<file path="config.mk">
export PLATFORM = sky130hd
export DESIGN_NAME = pc_sequencer
export DESIGN_NICKNAME = d
export VERILOG_FILES = /design/src/rtl/pc_sequencer_pkg.sv /design/src/rtl/pc_sequencer_next_sel.sv /design/src/rtl/pc_sequencer.sv
export SDC_FILE = /design/constraint.sdc
export NUM_CORES = 1
export LEC_CHECK = 0
export ABC_AREA = 1
export CORE_ASPECT_RATIO = 1.4
export CORE_MARGIN = 2
export CORE_UTILIZATION = 25
export DETAILED_ROUTE_END_ITERATION = 16
export PLACE_DENSITY = 0.66
export SLEW_MARGIN = 20
export SYNTH_ARGS = -nofsm -noshare
export SYNTH_HDL_FRONTEND = slang
export SYNTH_HIERARCHICAL = 1
export SYNTH_SLANG_ARGS = --single-unit
</file>
<file path="constraint.sdc">
create_clock -name clk -period 2.9 [get_ports clk]
set_input_delay 0.58 -clock clk [delete_from_list [all_inputs] [get_ports clk]]
set_output_delay 0.58 -clock clk [all_outputs]
set_load 0.01 [all_outputs]
</file>
<file path="src/rtl/pc_sequencer_pkg.sv">
// Shared definitions for the program-counter sequencer: FSM state encoding and PC step.
package pc_sequencer_pkg;

   typedef enum logic [1:0] {
      ST_RST_HOLD = 2'd0,
      ST_FETCH    = 2'd1,
      ST_EXEC     = 2'd2,
      ST_HALTED   = 2'd3
   } state_t;

   localparam int PC_INCR = 4;

endpackage

</file>
<file path="src/rtl/pc_sequencer_next_sel.sv">
// Next-PC selection: jump > branch_taken > pc+4, plus target alignment handling.
// With PC_TRAP_EN defined a misaligned flag is produced; otherwise target[1:0] is cleared.
module pc_next_sel
   import pc_sequencer_pkg::*;
#(
   parameter int XLEN = 32
) (
   input  logic [XLEN-1:0] pc,
   input  logic            branch_taken,
   input  logic [XLEN-1:0] branch_target,
   input  logic            jump,
   input  logic [XLEN-1:0] jump_target,
`ifdef PC_TRAP_EN
   output logic            misaligned,
`endif
   output logic [XLEN-1:0] next_pc,
   output logic [XLEN-1:0] pc_plus4
);

   logic            redirect;
   logic [XLEN-1:0] target;

   assign pc_plus4 = pc + XLEN'(PC_INCR);
   assign redirect = jump | branch_taken;
   assign target   = jump ? jump_target : branch_target;

`ifdef PC_TRAP_EN
   // The sequential path is always aligned because pc itself always is.
   assign misaligned = redirect && (target[1:0] != 2'b00);
   assign next_pc    = redirect ? target : pc_plus4;
`else
   assign next_pc    = redirect ? (target & ~XLEN'(3)) : pc_plus4;
`endif

endmodule

</file>
<file path="src/rtl/pc_sequencer.sv">
// Program counter and fetch/execute sequencer for the core.
// Optional macro PC_TRAP_EN: misaligned redirects trap to TRAP_VECTOR and record epc.
module pc_sequencer
   import pc_sequencer_pkg::*;
#(
   parameter int              XLEN         = 32,
   parameter logic [XLEN-1:0] RESET_VECTOR = '0
`ifdef PC_TRAP_EN
   ,
   parameter logic [XLEN-1:0] TRAP_VECTOR  = XLEN'(32'h0000_0100)
`endif
) (
   input  logic            clk,
   input  logic            rst_n,
   output logic            imem_req,
   output logic [XLEN-1:0] imem_addr,
   input  logic            imem_ready,
   output logic            instr_valid,
   input  logic            stall,
   input  logic            branch_taken,
   input  logic [XLEN-1:0] branch_target,
   input  logic            jump,
   input  logic [XLEN-1:0] jump_target,
   input  logic            halt,
`ifdef PC_TRAP_EN
   output logic            trap_taken,
   output logic [XLEN-1:0] epc,
`endif
   output logic [XLEN-1:0] pc,
   output logic [XLEN-1:0] pc_plus4,
   output logic            halted
);

   state_t          state_q, state_d;
   logic [XLEN-1:0] pc_q, pc_d, next_pc;
   logic            pc_load;
`ifdef PC_TRAP_EN
   logic            misaligned;
   logic            trap_set;
`endif

   pc_next_sel #(.XLEN(XLEN)) u_next_sel (
      .pc            (pc_q),
      .branch_taken  (branch_taken),
      .branch_target (branch_target),
      .jump          (jump),
      .jump_target   (jump_target),
`ifdef PC_TRAP_EN
      .misaligned    (misaligned),
`endif
      .next_pc       (next_pc),
      .pc_plus4      (pc_plus4)
   );

   // NOTE: sequential state uses <= so every register samples pre-edge values together.
   always_ff @(posedge clk or negedge rst_n) begin
      if (!rst_n) begin
         state_q <= ST_RST_HOLD;
         pc_q    <= RESET_VECTOR;
      end else begin
         state_q <= state_d;
         if (pc_load) pc_q <= pc_d;
      end
   end

   // NOTE: every output of this block gets a default first, so no path can infer a latch.
   always_comb begin
      state_d     = state_q;
      pc_d        = next_pc;
      pc_load     = 1'b0;
      imem_req    = 1'b0;
      instr_valid = 1'b0;
      halted      = 1'b0;
`ifdef PC_TRAP_EN
      trap_set    = 1'b0;
`endif
      case (state_q)
         ST_RST_HOLD: state_d = ST_FETCH;
         ST_FETCH: begin
            imem_req = 1'b1;
            if (imem_ready) state_d = ST_EXEC;
         end
         ST_EXEC: begin
            instr_valid = 1'b1;
            // Stall outranks halt, and halt outranks any redirect.
            if (!stall) begin
               if (halt) begin
                  state_d = ST_HALTED;
               end else begin
                  state_d = ST_FETCH;
                  pc_load = 1'b1;
`ifdef PC_TRAP_EN
                  if (misaligned) begin
                     pc_d     = TRAP_VECTOR;
                     trap_set = 1'b1;
                  end
`endif
               end
            end
         end
         ST_HALTED: halted = 1'b1;
         default:   state_d = ST_RST_HOLD;
      endcase
   end

`ifdef PC_TRAP_EN
   // trap_taken is registered so it lands on the first FETCH cycle after the redirect.
   always_ff @(posedge clk or negedge rst_n) begin
      if (!rst_n) begin
         trap_taken <= 1'b0;
         epc        <= '0;
      end else begin
         trap_taken <= trap_set;
         if (trap_set) epc <= pc_q;
      end
   end
`endif

   assign pc        = pc_q;
   assign imem_addr = pc_q;

endmodule

</file>
## Word level (Yosys, flattened, before mapping)

Cells that the tools add are included.

- Bits in registers: 34
- Input port bits: 71
- Output and inout bits: 99
- Logic and storage cells: 24

- $add $sub $neg: 1
- Eq/ne operators: 5
- Multiplexer cells: 12
- Bitwise operators: 1
- Reduce and logical (&&, ||, !) cells: 3

Operators by type and width:

| cell | number |
|---|---|
| 32-bit 2-to-1 mux | 2 |
| 32-bit by 3-bit adder with 32-bit output (second input constant) | 1 |
| 1-bit 2-to-1 mux | 6 |
| 2-bit 2-to-1 mux | 3 |
| 2-bit case mux with 3 select lines | 1 |
| 2-bit equality test (second input constant) | 2 |
| 2-bit != test (second input constant) | 2 |
| 3-bit AND reduction | 1 |
| 3-bit nonzero test | 1 |
| 2-bit by 1-bit equality test with 1-bit output (second input constant) | 1 |
| 2-bit zero test | 1 |
| 1-bit bitwise OR | 1 |

## Depth between registers and ports, before layout

Gate-level depths: netlist of run 1.

- Depth after elaboration: 3
- Mapped depth: 12
- Gate-level depth less buffers: 12

## Modules after synthesis

Netlist of run 1, hierarchy kept.

By module, submodules not included:

| module | instances | cells each | area an instance (sq um) | sequential area each (sq um) |
|---|---|---|---|---|
| pc_sequencer | 1 | 199 | 1725.4 | 850.8 |
| pc_next_sel | 1 | 285 | 1433.9 | 0.0 |

## Worst setup path before layout of run 1

OpenSTA, ideal clock, no wires.

- Path type: register to output
- Start: register pc_q[2] (netlist: imem_addr[2])
- End: output port pc_plus4[14]
- Arrival time: 1337 ps
- Data required time: 2320 ps
- Slack: 983 ps
- Cell stages (with the launch flop): 7
- Path buffers: 0
- Path through: dfrtp_1 -> ha_1 -> nand2_1 -> nor2_2 -> nand2_2 -> nor2_4 -> xor2_1

- Cells in the longest elaborated chain, start to end: 1

RTL lines:

| element | RTL line | RTL |
|---|---|---|
| start, declared | pc_sequencer.sv:35 | `logic [XLEN-1:0] pc_q, pc_d, next_pc;` |
| start signal, assigned | pc_sequencer.sv:62 | `if (pc_load) pc_q <= pc_d;` |
| 32-bit by 3-bit adder with 32-bit output | pc_sequencer_next_sel.sv:23 | `assign pc_plus4 = pc + XLEN'(PC_INCR);` |
| end, declared | pc_sequencer.sv:30 | `output logic [XLEN-1:0] pc_plus4,` |

No other way between the ends.

## Worst setup path after layout of run 1

- Start: register pc_q[9] (netlist: imem_addr[9])
- End: output port pc_plus4[25]

The elaborated chain is that of the path after synthesis.

==> flow_summary.ini, run 1 <==
[critical_path]
path_delay_family = simple AND/OR/NAND/NOR gates
cp-start-kind = flop
cp_common_cell = nand2_1
crit_arrival_ps = 2190
worstSetupEndpointType = output pin
cp_cell_sequence = nand2_1 > nor2_1 > nand2_1 > nor2_4 > nand2_1 > nand2_1 > and2_1 > clkdlybuf4s50_1
cp.buffers_inverters = 1
crit_required_ps = 2320
slowest_delay_ps = 550
critical_path_class = reg2out
crit_fanout = 6
cpMaxStageDelayCell = clkdlybuf4s50_1

[clock_network]
clk_latency_ps = 280
path_clk_slew_ps = 50
clockRootBuffer = clkbuf_16
cts_tree = yes
htreeDepth = 2
cts_sinks = 34
cts_buffers = 5
clockBufferDepth = 2

[place]
io_buffers = 165
gp_congestion = 0.942
hpwlAfterDp_mm = 8.38
dpl.cell_count = 751

[floorplan]
die_x_um = 99.0
io_pins = 170
die_h_um = 137
die_area_sq_um = 13600
core-area_sq_um = 12300
start_util = 0.257
rows = 48

[synth]
synth_top_area_frac = 0.269
synth-edff-count = 0
synth_largest_area_cell = dfrtp_1
yosysWarnings = 6
synth.most_common_cell = nand2_1
synth_cell_types = 23
synth_async_sr_flop_share = 1.00
yosysSeqAreaShare = 0.269
synthTopCellsByArea = dfrtp_1 (27%), nand2_1 (26%), buf_4 (8.8%)
syn_inst = 484
synth_ff_type = dfrtp_1
synth_area_sq_um = 3160
synth_nets = 561
avgSynthCellArea_sq_um = 6.53
ys_ff_latch = 34
yosys-top-cells-count = nand2_1 (217), nand3_1 (46), buf_4 (37)

[routing]
wl_met2_mm = 5.77
drt_first_pass_iters = 4
drc = 0
drt-initial-drc-count = 154
viasPerCell = 4.51
detail-route-antenna-nets = 0
vias = 3435
wl_per_cell_um = 14.5
top_layer = met4
drt-met1-wl_mm = 4.43
wl_met3_um = 634
totalWireLength_mm = 11.0

[sta]
finalCritPeriodShare = 0.955
tns_ps = 0
clock.fmax_mhz = 361
worst_clock_skew_ps = 4.24
setup-violations-final = 0
period_needed_ps = 2770
slew_violations = 0
worstMarginPinSlew_ps = 1020
slew_headroom = 0.318
rsz0062_at_grt = no
hold_viol_final = 0

[finish]
nNetsFinal = 687
final_cells = 761
fin_util = 0.394
antenna_cells = 0
final_layout_size_suffix_gt1_frac = 0.0753
syn_to_final_growth_pct = 53.5
n_fill_cell = 1276

[pwr]
seqPwrFrac = 0.267
intPower_mw = 2.37
p_leak_nw = 2.15
switchingPower_mw = 1.67
pwr-share-clk = 0.135
switching_share = 0.413
pwr-share-comb = 0.598
p_per_area_nw_per_um2 = 833
ir_drop_uv = 350

[global_route]
grt_max_degree = 36
overflow = 0
first_global_vias = 3438
track_usage = 0.161
grt_pass1_wl_mm = 17.3
antenna_found_initial = 0

[outcome]
status = finished clean

[job]
cap_viol_max_count = 0

[hold_path]
hold_class = in2async
==> layout by cell type, fill, tap and decap left out <==
cell type        instances
xnor2_1                  5
o21ai_0                  1
buf_2                    1
clkinv_2                 1
ha_1                     5
inv_1                   26
clkinv_1                 1
nand3b_1                 7
o211ai_1                 1
a21oi_1                  1
nor2_4                  10
clkbuf_1                 1
a22oi_1                 24
nor2_2                   3
ha_2                     1
and2_1                   3
nand2_4                  1
dlymetal6s2s_1           2
xor2_1                   4
xor2_2                   6
clkbuf_8                 1
buf_4                    7
dfrtp_1                 28
clkdlybuf4s50_1        162
dfrtp_2                  6
clkbuf_16                5
nand3_1                 46
nor2_1                  31
nand2_2                  4
nand2_1                217
==> through the flow <==
stage	hold WS, ps	power, mW	area, sq um	worst slack, ps
CTS	418	4.09	4820	9.14
detailed placement	555	3.52	4670	268
global placement	535	3.48	4670	257
floorplan	284	2.22	3160	983
finish	387	4.04	4850	130
global route	461	4.35	4850	1.90
==> cell type report <==
| type | instances | area (sq um) | area share |
|---|---|---|---|
| Multi-Input combinational cell | 370 | 1850 | 0.382 |
| Timing Repair Buffer | 172 | 1700 | 0.351 |
| Sequential cell | 34 | 858 | 0.177 |
| Tap cell | 150 | 188 | 0.0387 |
| Clock buffer | 7 | 143 | 0.0294 |
| Inverter | 27 | 101 | 0.0209 |
| Clock inverter | 1 | 5.00 | 0.00103 |
==> layer usage <==
| layer | vias up | track usage |
|---|---|---|
| li1 | 1739 | - |
| met1 | 1556 | 0.186 |
| met2 | 130 | 0.298 |
| met3 | 10 | 0.0266 |
| met4 | 0 | 0.0533 |
| met5 | - | 0 |
==> registers in the layout, summed over array words and instances (netlist names) <==
signal,count
state_q,2
imem_addr,32
==> cell families after synthesis <==
group / count (synthesis) / share of synthesized area
xor gates and xnor gates: 15 / 0.0558
buffers and inverters: 80 / 0.149
AOI/OAI and AO/OA: 27 / 0.0626
adders and majority gates: 6 / 0.0238
DFF: 34 / 0.269
and+or+nand+nor: 322 / 0.440
==> final timing paths <==
path	start	end	slack, ps	cells past startpoint
min reg2reg	imem_addr[3]	imem_addr[3]	540	2
min in group clk	imem_addr[3]	imem_addr[3]	540	2
max reg2reg	state_q[0]	imem_addr[19]	1000	6
max	imem_addr[9]	pc_plus4[25]	130	8
min	rst_n	imem_addr[5]	390	1
max in group asynchronous	rst_n	imem_addr[2]	1960	1
==> worst register-to-register path, delay by kind of cell, from the launching register on <==
kind	cells	cell delay, ps
buf+inv	2	460
fa+ha+maj	1	170
flops	1	450
simple gates	3	720
==> power groups by stage <==
stage               logic, mW  registers, mW  clock network [mW]
detailed placement       2.43           1.09                   0
CTS                      2.44           1.09               0.562
global route             2.63           1.15               0.578
floorplan                1.15           1.07                   0
global placement         2.40           1.08                   0
finish                   2.42           1.08               0.546
==> repair_timing <==
item | CTS | global route
setup buffers | 0 | 2
hold buffers | 0 | 0
endpoints found under the setup margin | 4 | 15
pin swaps | 0 | 3
gates resized for setup | 2 | 9
(Power assumes the default switching activity.)
==> run 2: changes to the inputs <==
--- a/config.mk
+++ b/config.mk
@@ -7,7 +7,7 @@
 export LEC_CHECK = 0
 export ABC_AREA = 1
 export CORE_ASPECT_RATIO = 1.4
-export CORE_MARGIN = 2
+export CORE_MARGIN = 8
 export CORE_UTILIZATION = 25
 export DETAILED_ROUTE_END_ITERATION = 16
 export PLACE_DENSITY = 0.66
==> flow_summary.ini, run 2 (synthesis gave the netlist of run 1 again) <==
[sta]
tns_ps = 0
slew_violations = 0
period_needed_ps = 2770
hold_viol_final = 0
worst_hold_slack_ps = 377
worst_clock_skew_ps = 11.5
setup-violations-final = 0
slew_headroom = 0.467
clock.fmax_mhz = 361
worstMarginPinSlew_ps = 800
rsz0062_at_grt = no
finalCritPeriodShare = 0.956

[critical_path]
crit_arrival_ps = 2190
cp_cell_sequence = ha_2 > nand2_1 > nor2_2 > nand2_2 > nor2_4 > nand3b_1 > nand2_1 > clkdlybuf4s50_1
worst-path-stages = 8
worstSetupEndpointType = output pin
path_delay_family = simple AND/OR/NAND/NOR gates
cpMaxStageDelayCell = clkdlybuf4s50_1
cp-start-kind = flop
r2r.worst_path.cells = 6
crit_required_ps = 2320
crit_fanout = 6
critical_path_class = reg2out
slowest_delay_ps = 550
cp_common_cell = nand2_1
cp.buffers_inverters = 1

[floorplan]
core-area_sq_um = 12300
start_util = 0.257
die_h_um = 149
rows = 48
die_area_sq_um = 16500
io_pins = 170
die_x_um = 111

[clock_network]
clockRootBuffer = clkbuf_16
htreeDepth = 2
cts_sinks = 34
cts_buffers = 5
clk_latency_ps = 290
path_clk_slew_ps = 60
clockBufferDepth = 2
cts_tree = yes

[routing]
wl_per_cell_um = 16.0
detail-route-antenna-nets = 0
drc = 0
drt-initial-drc-count = 163
totalWireLength_mm = 12.2
vias = 3535
viasPerCell = 4.65
drt_first_pass_iters = 4

[global_route]
overflow = 0
grt_use_met3 = 0.0411
grt_max_degree = 36
antenna_found_initial = 0
grt_use_met1 = 0.148
top_usage_layer = met2
grt_use_met2 = 0.256
grt_pass1_wl_mm = 18.6
first_global_vias = 3511
track_usage = 0.140

[pwr]
ir_drop_uv = 390
intPower_mw = 2.37
switching_share = 0.420
p_per_area_nw_per_um2 = 840
switchingPower_mw = 1.72
p_leak_nw = 2.19
seqPwrFrac = 0.268
pwr-share-clk = 0.134
pwr-share-comb = 0.598

[finish]
syn_to_final_growth_pct = 54.2
nNetsFinal = 687
final_cell_mix = nand2_1 (216), clkdlybuf4s50_1 (160), nand3_1 (46)
antenna_cells = 0
final_layout_size_suffix_gt1_frac = 0.0851
final_common_cell = nand2_1
fin_util = 0.396
largest_reg_flops = 32

[place]
io_buffers = 165
hpwlAfterDp_mm = 9.63
gp_congestion = 0.901

[outcome]
status = finished clean

[job]
cap_viol_max_count = 0

[hold_path]
hold_class = in2async
[run 2: final timing paths]
path                              startpoint             to  slack (ps)
worst max-delay path            imem_addr[2]   pc_plus4[26]         130
worst min-delay path                   rst_n   imem_addr[5]         380
worst max register to register    state_q[0]  imem_addr[14]        1020
worst min register to register  imem_addr[3]   imem_addr[3]         560
max in group asynchronous              rst_n  imem_addr[17]        1960
min in group clk                imem_addr[3]   imem_addr[3]         560
[run 2: layout make-up]
cell class                 instances  area (sq um)
sequential                        34           863
timing repair buffer             172          1710
tap                              150           188
clock buffer                       7           143
inverter                          27           101
clock inverter                     1          5.00
multi-input combinational        370          1860
fill                            1275          7440
[run 2: metrics by stage]
step,std cells,area (sq um),total power [mW],worst slack [ps]
global route,761,4870,4.37,9.32
finish,761,4870,4.09,129
global placement,752,4670,3.52,271
floorplan,484,3160,2.22,983
CTS,760,4830,4.14,30.9
detailed placement,752,4670,3.58,247
[run 2: power groups by stage]
stage	combinational [mW]	clock, mW	sequential, mW
floorplan	1.15	0	1.07
global placement	2.44	0	1.08
detailed placement	2.48	0	1.09
CTS	2.49	0.556	1.09
global route	2.65	0.577	1.15
finish	2.45	0.549	1.10
[run 2: what timing repair did]
action                     in CTS  in global routing
setup endpoints to repair       5                 14
setup buffers                   0                  1
pin swaps                       0                  2
hold buffers                    0                  0
gates resized for setup         3                 16
[run 2: layer usage]
metal | part of all wire | vias to the layer above
li1 | - | 1743
met1 | 0.40 | 1630
met2 | 0.51 | 147
met3 | 0.070 | 15
met4 | 0.020 | 0
met5 | 0 | -
